### config.mk
export PLATFORM = sky130hd
export DESIGN_NAME = wb_port_arbiter
export DESIGN_NICKNAME = d
export VERILOG_FILES = /design/src/rtl/wb_port_arbiter.sv
export SDC_FILE = /design/constraint.sdc
export NUM_CORES = 1
export LEC_CHECK = 0
export CORE_AREA = 4 4 121 123
export DETAILED_ROUTE_END_ITERATION = 10
export DIE_AREA = 0 0 125 127
export PLACE_DENSITY = 0.81
export RECOVER_POWER = 25
export SLEW_MARGIN = 20
export SYNTH_ARGS = -nofsm -noshare
export SYNTH_HDL_FRONTEND = slang
export SYNTH_SLANG_ARGS = --single-unit
### constraint.sdc
create_clock -name clk -period 3.6 [get_ports clk]
set_input_delay 0.9 -clock clk [delete_from_list [all_inputs] [get_ports clk]]
set_output_delay 0.9 -clock clk [all_outputs]
set_load 0.01 [all_outputs]
### src/rtl/wb_port_arbiter.sv
// wb_port_arbiter: shares the single register-file write port between the
// in-order write-back stage and the multi-cycle MDU. MDU results wait in a
// small FIFO and drain into idle port cycles. A younger pipeline write to the
// same register kills any older buffered result for that register.
//
// Optional feature macro: WB_ARB_STARVE_EN
//   defined   - a starvation counter forces a drain slot (and stalls the
//               write-back stage) after STARVE_MAX starved grants.
//   undefined - strict pipeline priority; pipe_stall is tied low.
module wb_port_arbiter #(
    parameter int DEPTH      = 2,
    parameter int STARVE_MAX = 4
) (
    input  logic                    clk,
    input  logic                    rst_n,
    input  logic                    wb_reg_write,
    input  logic [4:0]              wb_regdst,
    input  logic [31:0]             wb_data,
    input  logic                    mdu_valid,
    output logic                    mdu_ready,
    input  logic [4:0]              mdu_regdst,
    input  logic [31:0]             mdu_data,
    output logic                    rf_we,
    output logic [4:0]              rf_waddr,
    output logic [31:0]             rf_wdata,
    output logic                    pipe_stall,
    output logic [31:0]             pend_mask,
    output logic [$clog2(DEPTH):0]  fifo_count
);

    localparam int PW = $clog2(DEPTH);

    // FIFO storage; live_q marks occupied entries not yet killed
    logic [4:0]       dst_q  [DEPTH];
    logic [31:0]      data_q [DEPTH];
    logic [DEPTH-1:0] live_q, live_nxt;
    logic [PW-1:0]    rd_ptr_q, wr_ptr_q;
    logic [PW:0]      count_q, count_nxt;

    logic        pipe_eff, enq, head_live, pop;
    logic        grant_pipe, grant_fifo;
    logic [31:0] mask_nxt;
    logic [4:0]  slot_dst;

`ifdef WB_ARB_STARVE_EN
    logic [3:0] starve_q, starve_nxt;
    logic       force_q;
`endif

    // Full check uses registered occupancy only, so a pop never frees space
    // for a same-cycle enqueue.
    assign mdu_ready  = (count_q != (PW+1)'(DEPTH));
    assign fifo_count = count_q;
    assign pipe_eff   = wb_reg_write && (wb_regdst != 5'd0);
    // r0 results are accepted (handshake completes) but never stored
    assign enq        = mdu_valid && mdu_ready && (mdu_regdst != 5'd0);
    assign head_live  = (count_q != '0) && live_q[rd_ptr_q];

    // Port grant, kill of older same-destination entries, and next FIFO state
    always_comb begin
        grant_pipe = 1'b0;
        grant_fifo = 1'b0;
`ifdef WB_ARB_STARVE_EN
        if (force_q)
            grant_fifo = head_live;
        else
`endif
        if (pipe_eff)
            grant_pipe = 1'b1;
        else
            grant_fifo = head_live;

        // A dead head leaves without using the port; a live head leaves on grant
        pop = (count_q != '0) && (!live_q[rd_ptr_q] || grant_fifo);

        live_nxt = live_q;
        if (grant_pipe) begin
            for (int i = 0; i < DEPTH; i++)
                if (live_q[i] && (dst_q[i] == wb_regdst))
                    live_nxt[i] = 1'b0;
        end
        if (pop)
            live_nxt[rd_ptr_q] = 1'b0;
        // Enqueue lands after the kill so a same-cycle result stays live
        if (enq)
            live_nxt[wr_ptr_q] = 1'b1;

        count_nxt = count_q;
        case ({enq, pop})
            2'b10:   count_nxt = count_q + 1'b1;
            2'b01:   count_nxt = count_q - 1'b1;
            default: count_nxt = count_q;
        endcase

        mask_nxt = '0;
        for (int i = 0; i < DEPTH; i++) begin
            slot_dst = (enq && (wr_ptr_q == PW'(i))) ? mdu_regdst : dst_q[i];
            if (live_nxt[i])
                mask_nxt[slot_dst] = 1'b1;
        end
    end

    // FIFO state, pending mask and registered write port
    always_ff @(posedge clk or negedge rst_n) begin
        if (!rst_n) begin
            for (int i = 0; i < DEPTH; i++) begin
                dst_q[i]  <= '0;
                data_q[i] <= '0;
            end
            live_q    <= '0;
            rd_ptr_q  <= '0;
            wr_ptr_q  <= '0;
            count_q   <= '0;
            pend_mask <= '0;
            rf_we     <= 1'b0;
            rf_waddr  <= '0;
            rf_wdata  <= '0;
        end else begin
            if (enq) begin
                dst_q[wr_ptr_q]  <= mdu_regdst;
                data_q[wr_ptr_q] <= mdu_data;
                wr_ptr_q         <= wr_ptr_q + 1'b1;
            end
            if (pop)
                rd_ptr_q <= rd_ptr_q + 1'b1;
            live_q    <= live_nxt;
            count_q   <= count_nxt;
            pend_mask <= mask_nxt;
            rf_we     <= grant_pipe || grant_fifo;
            if (grant_pipe) begin
                rf_waddr <= wb_regdst;
                rf_wdata <= wb_data;
            end else if (grant_fifo) begin
                rf_waddr <= dst_q[rd_ptr_q];
                rf_wdata <= data_q[rd_ptr_q];
            end else begin
                rf_waddr <= '0;
                rf_wdata <= '0;
            end
        end
    end

`ifdef WB_ARB_STARVE_EN
    // Count pipeline grants that bypass a live entry; any drain or forced slot resets
    always_comb begin
        starve_nxt = starve_q;
        if (force_q || grant_fifo)
            starve_nxt = '0;
        else if (grant_pipe && (|live_q))
            starve_nxt = starve_q + 4'd1;
    end

    // Reaching the limit raises a one-cycle forced drain slot
    always_ff @(posedge clk or negedge rst_n) begin
        if (!rst_n) begin
            starve_q <= '0;
            force_q  <= 1'b0;
        end else begin
            starve_q <= starve_nxt;
            force_q  <= (starve_nxt == 4'(STARVE_MAX));
        end
    end

    assign pipe_stall = force_q;
`else
    assign pipe_stall = 1'b0;
`endif

endmodule

# Word level (Yosys, flattened, before mapping)
# Cells that the tools add are included.
# op_classes
order_cmp,11
eq_ne,5
addsub,4
bitwise_logic,7
n_reduce_logical,21
muxes,38
# ops
operator,n
$mux 32,8
$bwmux 64,1
$mux 5,8
$demux 32 s1,1
$or 32x32->32,1
$logic_and 1x1->1,14
$lt 5x6->1 const B,2
$bwmux 10,1
$demux 1 s5,2
$eq 5x5->1,2
$ge 5x1->1 const B,2
$mux 1,10
$reduce_bool 5->1,2
$mux 2,3
$demux 5 s1,1
$ge 2x2->1 const B,2
$lt 1x2->1 const B,2
$not 1->2,2
$pmux 2 s2,1
$reduce_bool 2->1,2
$add 1x1->1 const B,2
$add 2x1->2 const B,1
$and 2x2->2,1
$demux 1 s1,2
other kinds (11),13
# totals
reg_bits,150
output_inout_bits,74
inputBits,78
word_cells,98

# Longest topological paths before layout
# depth
word_depth,12
ltp_mapped,10
mapped_depth_nobuf,7

# Worst setup path before layout
# No wires, ideal clock.
# synth_path
kind,input -> register
from,input wb_reg_write
to,register count_q[1] (netlist: fifo_count[1])
setup_slack_ns,0.980
cell_stages,9
arrival_ns,2.541
n_path_buf,3
path_cell_list,clkbuf_1 -> inv_1 -> a21oi_1 -> clkbuf_1 -> clkbuf_1 -> a21oi_1 -> ha_1 -> nor2_1 -> xor2_1
# synth_between
elab_chain_len,6
# synth_lines
item,line_no,rtl
start: declaration,16,"input logic wb_reg_write,"
$logic_and 1x1->1 *,54,assign pipe_eff = wb_reg_write && (wb_regdst != 5'd0);
$mux 1 *,68,if (pipe_eff)
$logic_or 1x1->1 *,74,pop = (count_q != '0) && (!live_q[rd_ptr_q] || grant_fifo);
$logic_and 1x1->1 *,74,
$eq 2x1->1 or $eq 2x2->1 (tied branches),89,"case ({enq, pop})"
$pmux 2 s2 or $reduce_bool 2->1 (tied branches),n/a,
end signal: assignment,127,count_q <= count_nxt;
end: declaration,38,"logic [PW:0] count_q, count_nxt;"
# Every way passes the cells marked *; elsewhere a longest branch is shown, timed or not.
# A chain may end at the register's enable or synchronous reset.

# Worst setup path after layout
# layout_path
from,register count_q[1] (netlist: fifo_count[1])
to,output mdu_ready
# layout_between
elab_chain_len,1
# layout_lines
item,line_no,rtl
$ne 2x2->1,52,assign mdu_ready = (count_q != (PW+1)'(DEPTH));
end: declaration,20,"output logic mdu_ready,"
# No other way between the ends.

==> reports/results.md <==
| Result | Reported | Unit |
|---|---|---|
| Run status | finished, violations left | - |
| Violated checks | max-capacitance violations, max-slew violations | - |
| Fraction of synthesized cell area taken by the top area cell type | 0.505 | - |
| Final design utilization | 0.710 | - |
| Clock insertion delay at the later pin of the skew report | 0.42 | ns |
| Maximum fanout along the worst path | 16 | - |
| Launch point of the worst hold path | data_q[15] | - |
| Tightest slew margin relative to the limit | -0.275 | - |
| Starting density of the core | 0.544 | - |
| Main combinational cell family by area after synthesis | multiplexers | - |
| Initial antenna violation count | 0 | - |
| R2R Setup Slk | 0.91 | ns |
| Synth Net Count | 748 | - |
| Cell type with the largest total area after synthesis | sky130_fd_sc_hd__dfrtp_1 | - |
| Number of setup violations in the final report | 0 | - |
| Ant diodes | 0 | - |
| Reg-to-reg endpoint | data_q[11] | - |
| Number of hold violations in the final report | 0 | - |
| Layout fillers | 1,007 | - |
| Count of cells resized by post-cts repair | 0 | - |
| Routed vias | 5,998 | - |
| Number of global-route vias before repair | 6,161 | - |
| Simple-gate share of the synthesized area | 0.147 | - |
| Synthesized-area fraction occupied by ao, oa, aoi and oai cells | 0.127 | - |
| Boundary pin count | 152 | - |
| Synth Area in Adders | 0.00168 | - |
| Number of synthesized flops with an enable pin | 0 | - |
| Post-Synthesis Cell Area | 7430 | µm² |
| Post-Route WL | 20,500 | µm |
| WL per Instance | 20.6 | µm |
| Startpoint-to-endpoint class of the critical path | reg2out | - |
| First-pass GRT wire length | 33,000 | µm |
| Count of synthesis-stage warnings from yosys | 0 | - |
| Height of the die | 127 | µm |
| FF+latch count, synth | 150 | - |
| Final clock skew | 0.00823 | ns |
| Max-cap check violation count | 1 | - |
| Endpoint of the worst hold path | data_q[15] | - |
| Leak | 4.05 | nW |
| Maximum number of pins on one net before global-route repair | 78 | - |
| TNS Setup | 0 | ns |
| Clock-pin transition on the worst setup and hold timing paths | 0.06 | ns |
| Reg2Reg Launch Point | wr_ptr_q | - |
| Worst hold path class | reg2reg | - |
| Post-CTS setup buffer count | 0 | - |
| Sum of overflow across all layers after global routing | 0 | - |
| Synth area leaders | sky130_fd_sc_hd__dfrtp_1, sky130_fd_sc_hd__mux2_1, sky130_fd_sc_hd__mux2i_1, sky130_fd_sc_hd__nand2_1, sky130_fd_sc_hd__nand3_1 | - |
| Hold Worst Slack | 0.489 | ns |
| Layout cell share with drive strength beyond 1 | 0.100 | - |
| Share of the clock period used by the worst path | 0.825 | - |
| Placeable Area | 13,700 | µm² |
| Total number of clock tree sinks | 150 | - |
| Cts bufs inserted | 17 | - |
| I/O Buffers | 150 | - |
| Mux contribution to synthesized area | 0.163 | - |
| DRT iter0 DRCs | 624 | - |
| Synth unique cells | 60 | - |
| Overall global routing resource usage | 0.263 | - |
| Max Transition Viols Final | 78 | - |
| Data required time of the critical path | 2.70 | ns |
| Worst IR drop on VDD | 0.450 | mV |
| Synth-to-layout area growth | 30.6 | % |
| Number of cells on the worst reg-to-reg path | 5 | - |
| Net total in the final layout | 884 | - |
| Hold-critical path depth | 1 | - |
| Source of the critical timing path | fifo_count[1] | - |
| Data arrival time of the worst path | 2.07 | ns |
| Share of synthesized registers carrying an async set or reset | 1.00 | - |
| Rows | 43 | - |
| Mean instance size in the synthesized netlist | 11.1 | µm² |
| Most frequent cells in the layout | sky130_fd_sc_hd__dfrtp_1, sky130_fd_sc_hd__clkdlybuf4s50_1, sky130_fd_sc_hd__nand2_1, sky130_fd_sc_hd__mux2_1, sky130_fd_sc_hd__nand3_1 | - |
| Power per cell area | 836 | nW/µm² |
| CTS tree | done | - |
| Worst Tran Pin Value | 1.91 | ns |
| Setup repair after global routing missed its margin | false | - |
| Routability Congestion | 0.956 | - |
| Estimated wirelength of the detail-placed design | 14,600 | µm |
| CTS Buffer Depth | 2 | - |
| Master cell of the clock root buffer | sky130_fd_sc_hd__clkbuf_16 | - |
| Critical Path Source Type | register | - |
| Peak clock frequency supported by timing | 0.337 | GHz |
| Die width | 125 | µm |
| Antenna viol nets, final | 0 | - |
| Min Tclk post-route | 2.97 | ns |
| Drt first pass iters | 5 | - |
| Die footprint | 15,900 | µm² |
| Cell count after synthesis | 669 | - |
| Xor/xnor share of the synthesized area | 0.0165 | - |
| H-tree depth | 4 | - |
| Fraction of the yosys area taken by sequential cells | 0.505 | - |
| Worst setup EP type | primary output | - |
| Prevailing post-synth register cell | sky130_fd_sc_hd__dfrtp_1 | - |
| DRC violations left | 0 | - |
| CTS Hold Bufs | 0 | - |
| Vias per cell | 6.01 | - |
## registers in the layout, summed over array words and instances (netlist names)
signal	cells
rf_waddr	5
rd_ptr_q	1
wr_ptr_q	1
dst_q	10
rf_wdata	32
live_q	2
data_q	64
fifo_count	2
pend_mask	32
rf_we	1
## cell families (layout without fill, tap and decap cells)
kind of cell	Yosys count	count (layout)
and+or+nand+nor	214	214
DFF	150	150
AOI/OAI and AO/OA	119	119
muxes	111	111
buffers and inverters	59	208
xor gates and xnor gates	14	14
adders and majority gates	1	1
other	1	1
## stage by stage
step                cell area (µm²)  power [mW]  setup slack, ns  instances
floorplan                      7430        4.90            0.980        669
detailed placement             9060        6.18            0.364        965
CTS                            9690        8.06            0.632        997
global placement               9060        6.02            0.496        965
finish                         9710        8.12            0.631        998
global route                   9710        8.58            0.549        998
## worst max path at each step
stage	end	slack, ns	cells past startpoint
3_5_place_dp	data_q[16]	0.36	6
4_1_cts	mdu_ready	0.63	4
2_1_floorplan	fifo_count[1]	0.98	9
5_1_grt	mdu_ready	0.55	4
6_report	mdu_ready	0.63	4
3_3_place_gp	data_q[8]	0.50	6
## layout make-up
class	count	area (µm²)	share of cell area
clock buffers	23	488	0.0503
clock inverters	9	139	0.0143
inverters	7	26.3	0.00271
multi-input cells	460	3400	0.351
flip-flops and latches	150	3750	0.387
well taps	180	225	0.0232
repair buffers	169	1670	0.172
## worst max-delay path: stages (launching register included)
cell and delay (ns):
sky130_fd_sc_hd__dfrtp_1 0.46, sky130_fd_sc_hd__nor2b_2 0.18, sky130_fd_sc_hd__buf_4 0.19, sky130_fd_sc_hd__inv_2 0.23, sky130_fd_sc_hd__clkdlybuf4s50_1 0.59
## Yosys cell counts, types with 3 or more instances
cell and count:
sky130_fd_sc_hd__mux2_2 3, sky130_fd_sc_hd__buf_4 7, sky130_fd_sc_hd__and3_1 8, sky130_fd_sc_hd__nand2b_1 6
sky130_fd_sc_hd__buf_6 4, sky130_fd_sc_hd__xnor2_1 5, sky130_fd_sc_hd__dfrtp_1 150, sky130_fd_sc_hd__clkbuf_1 23
sky130_fd_sc_hd__xor2_1 9, sky130_fd_sc_hd__o31ai_1 38, sky130_fd_sc_hd__mux2_1 67, sky130_fd_sc_hd__nand4_1 5
sky130_fd_sc_hd__buf_1 3, sky130_fd_sc_hd__a31oi_1 3, sky130_fd_sc_hd__nand2_1 83, sky130_fd_sc_hd__o21ai_0 12
sky130_fd_sc_hd__o221ai_1 15, sky130_fd_sc_hd__nor2b_1 11, sky130_fd_sc_hd__inv_1 6, sky130_fd_sc_hd__nand3_2 3
sky130_fd_sc_hd__mux2i_1 40, sky130_fd_sc_hd__nand3_1 61, sky130_fd_sc_hd__o211ai_1 16, sky130_fd_sc_hd__a211oi_2 4
sky130_fd_sc_hd__buf_2 15, sky130_fd_sc_hd__and2_1 4, sky130_fd_sc_hd__a21oi_1 11, sky130_fd_sc_hd__nor4_1 3
sky130_fd_sc_hd__nor2_1 10
## report_power, final
group          internal (mW)  leakage (nW)  switching [mW]
clock                   1.17         0.308           0.674
sequential              2.37          1.86           0.572
combinational           1.53          1.89            1.80
total                   5.07          4.05            3.05
## layer usage
metal  GRT usage  vias to the layer above  routed length (µm)
li1            -                     2700                   -
met1       0.343                     2985                8370
met2       0.430                      255               10200
met3      0.0573                       58                1410
met4       0.112                        0                 605
met5           0                        -                   0
No activity file was read; power rests on OpenSTA's default activity.
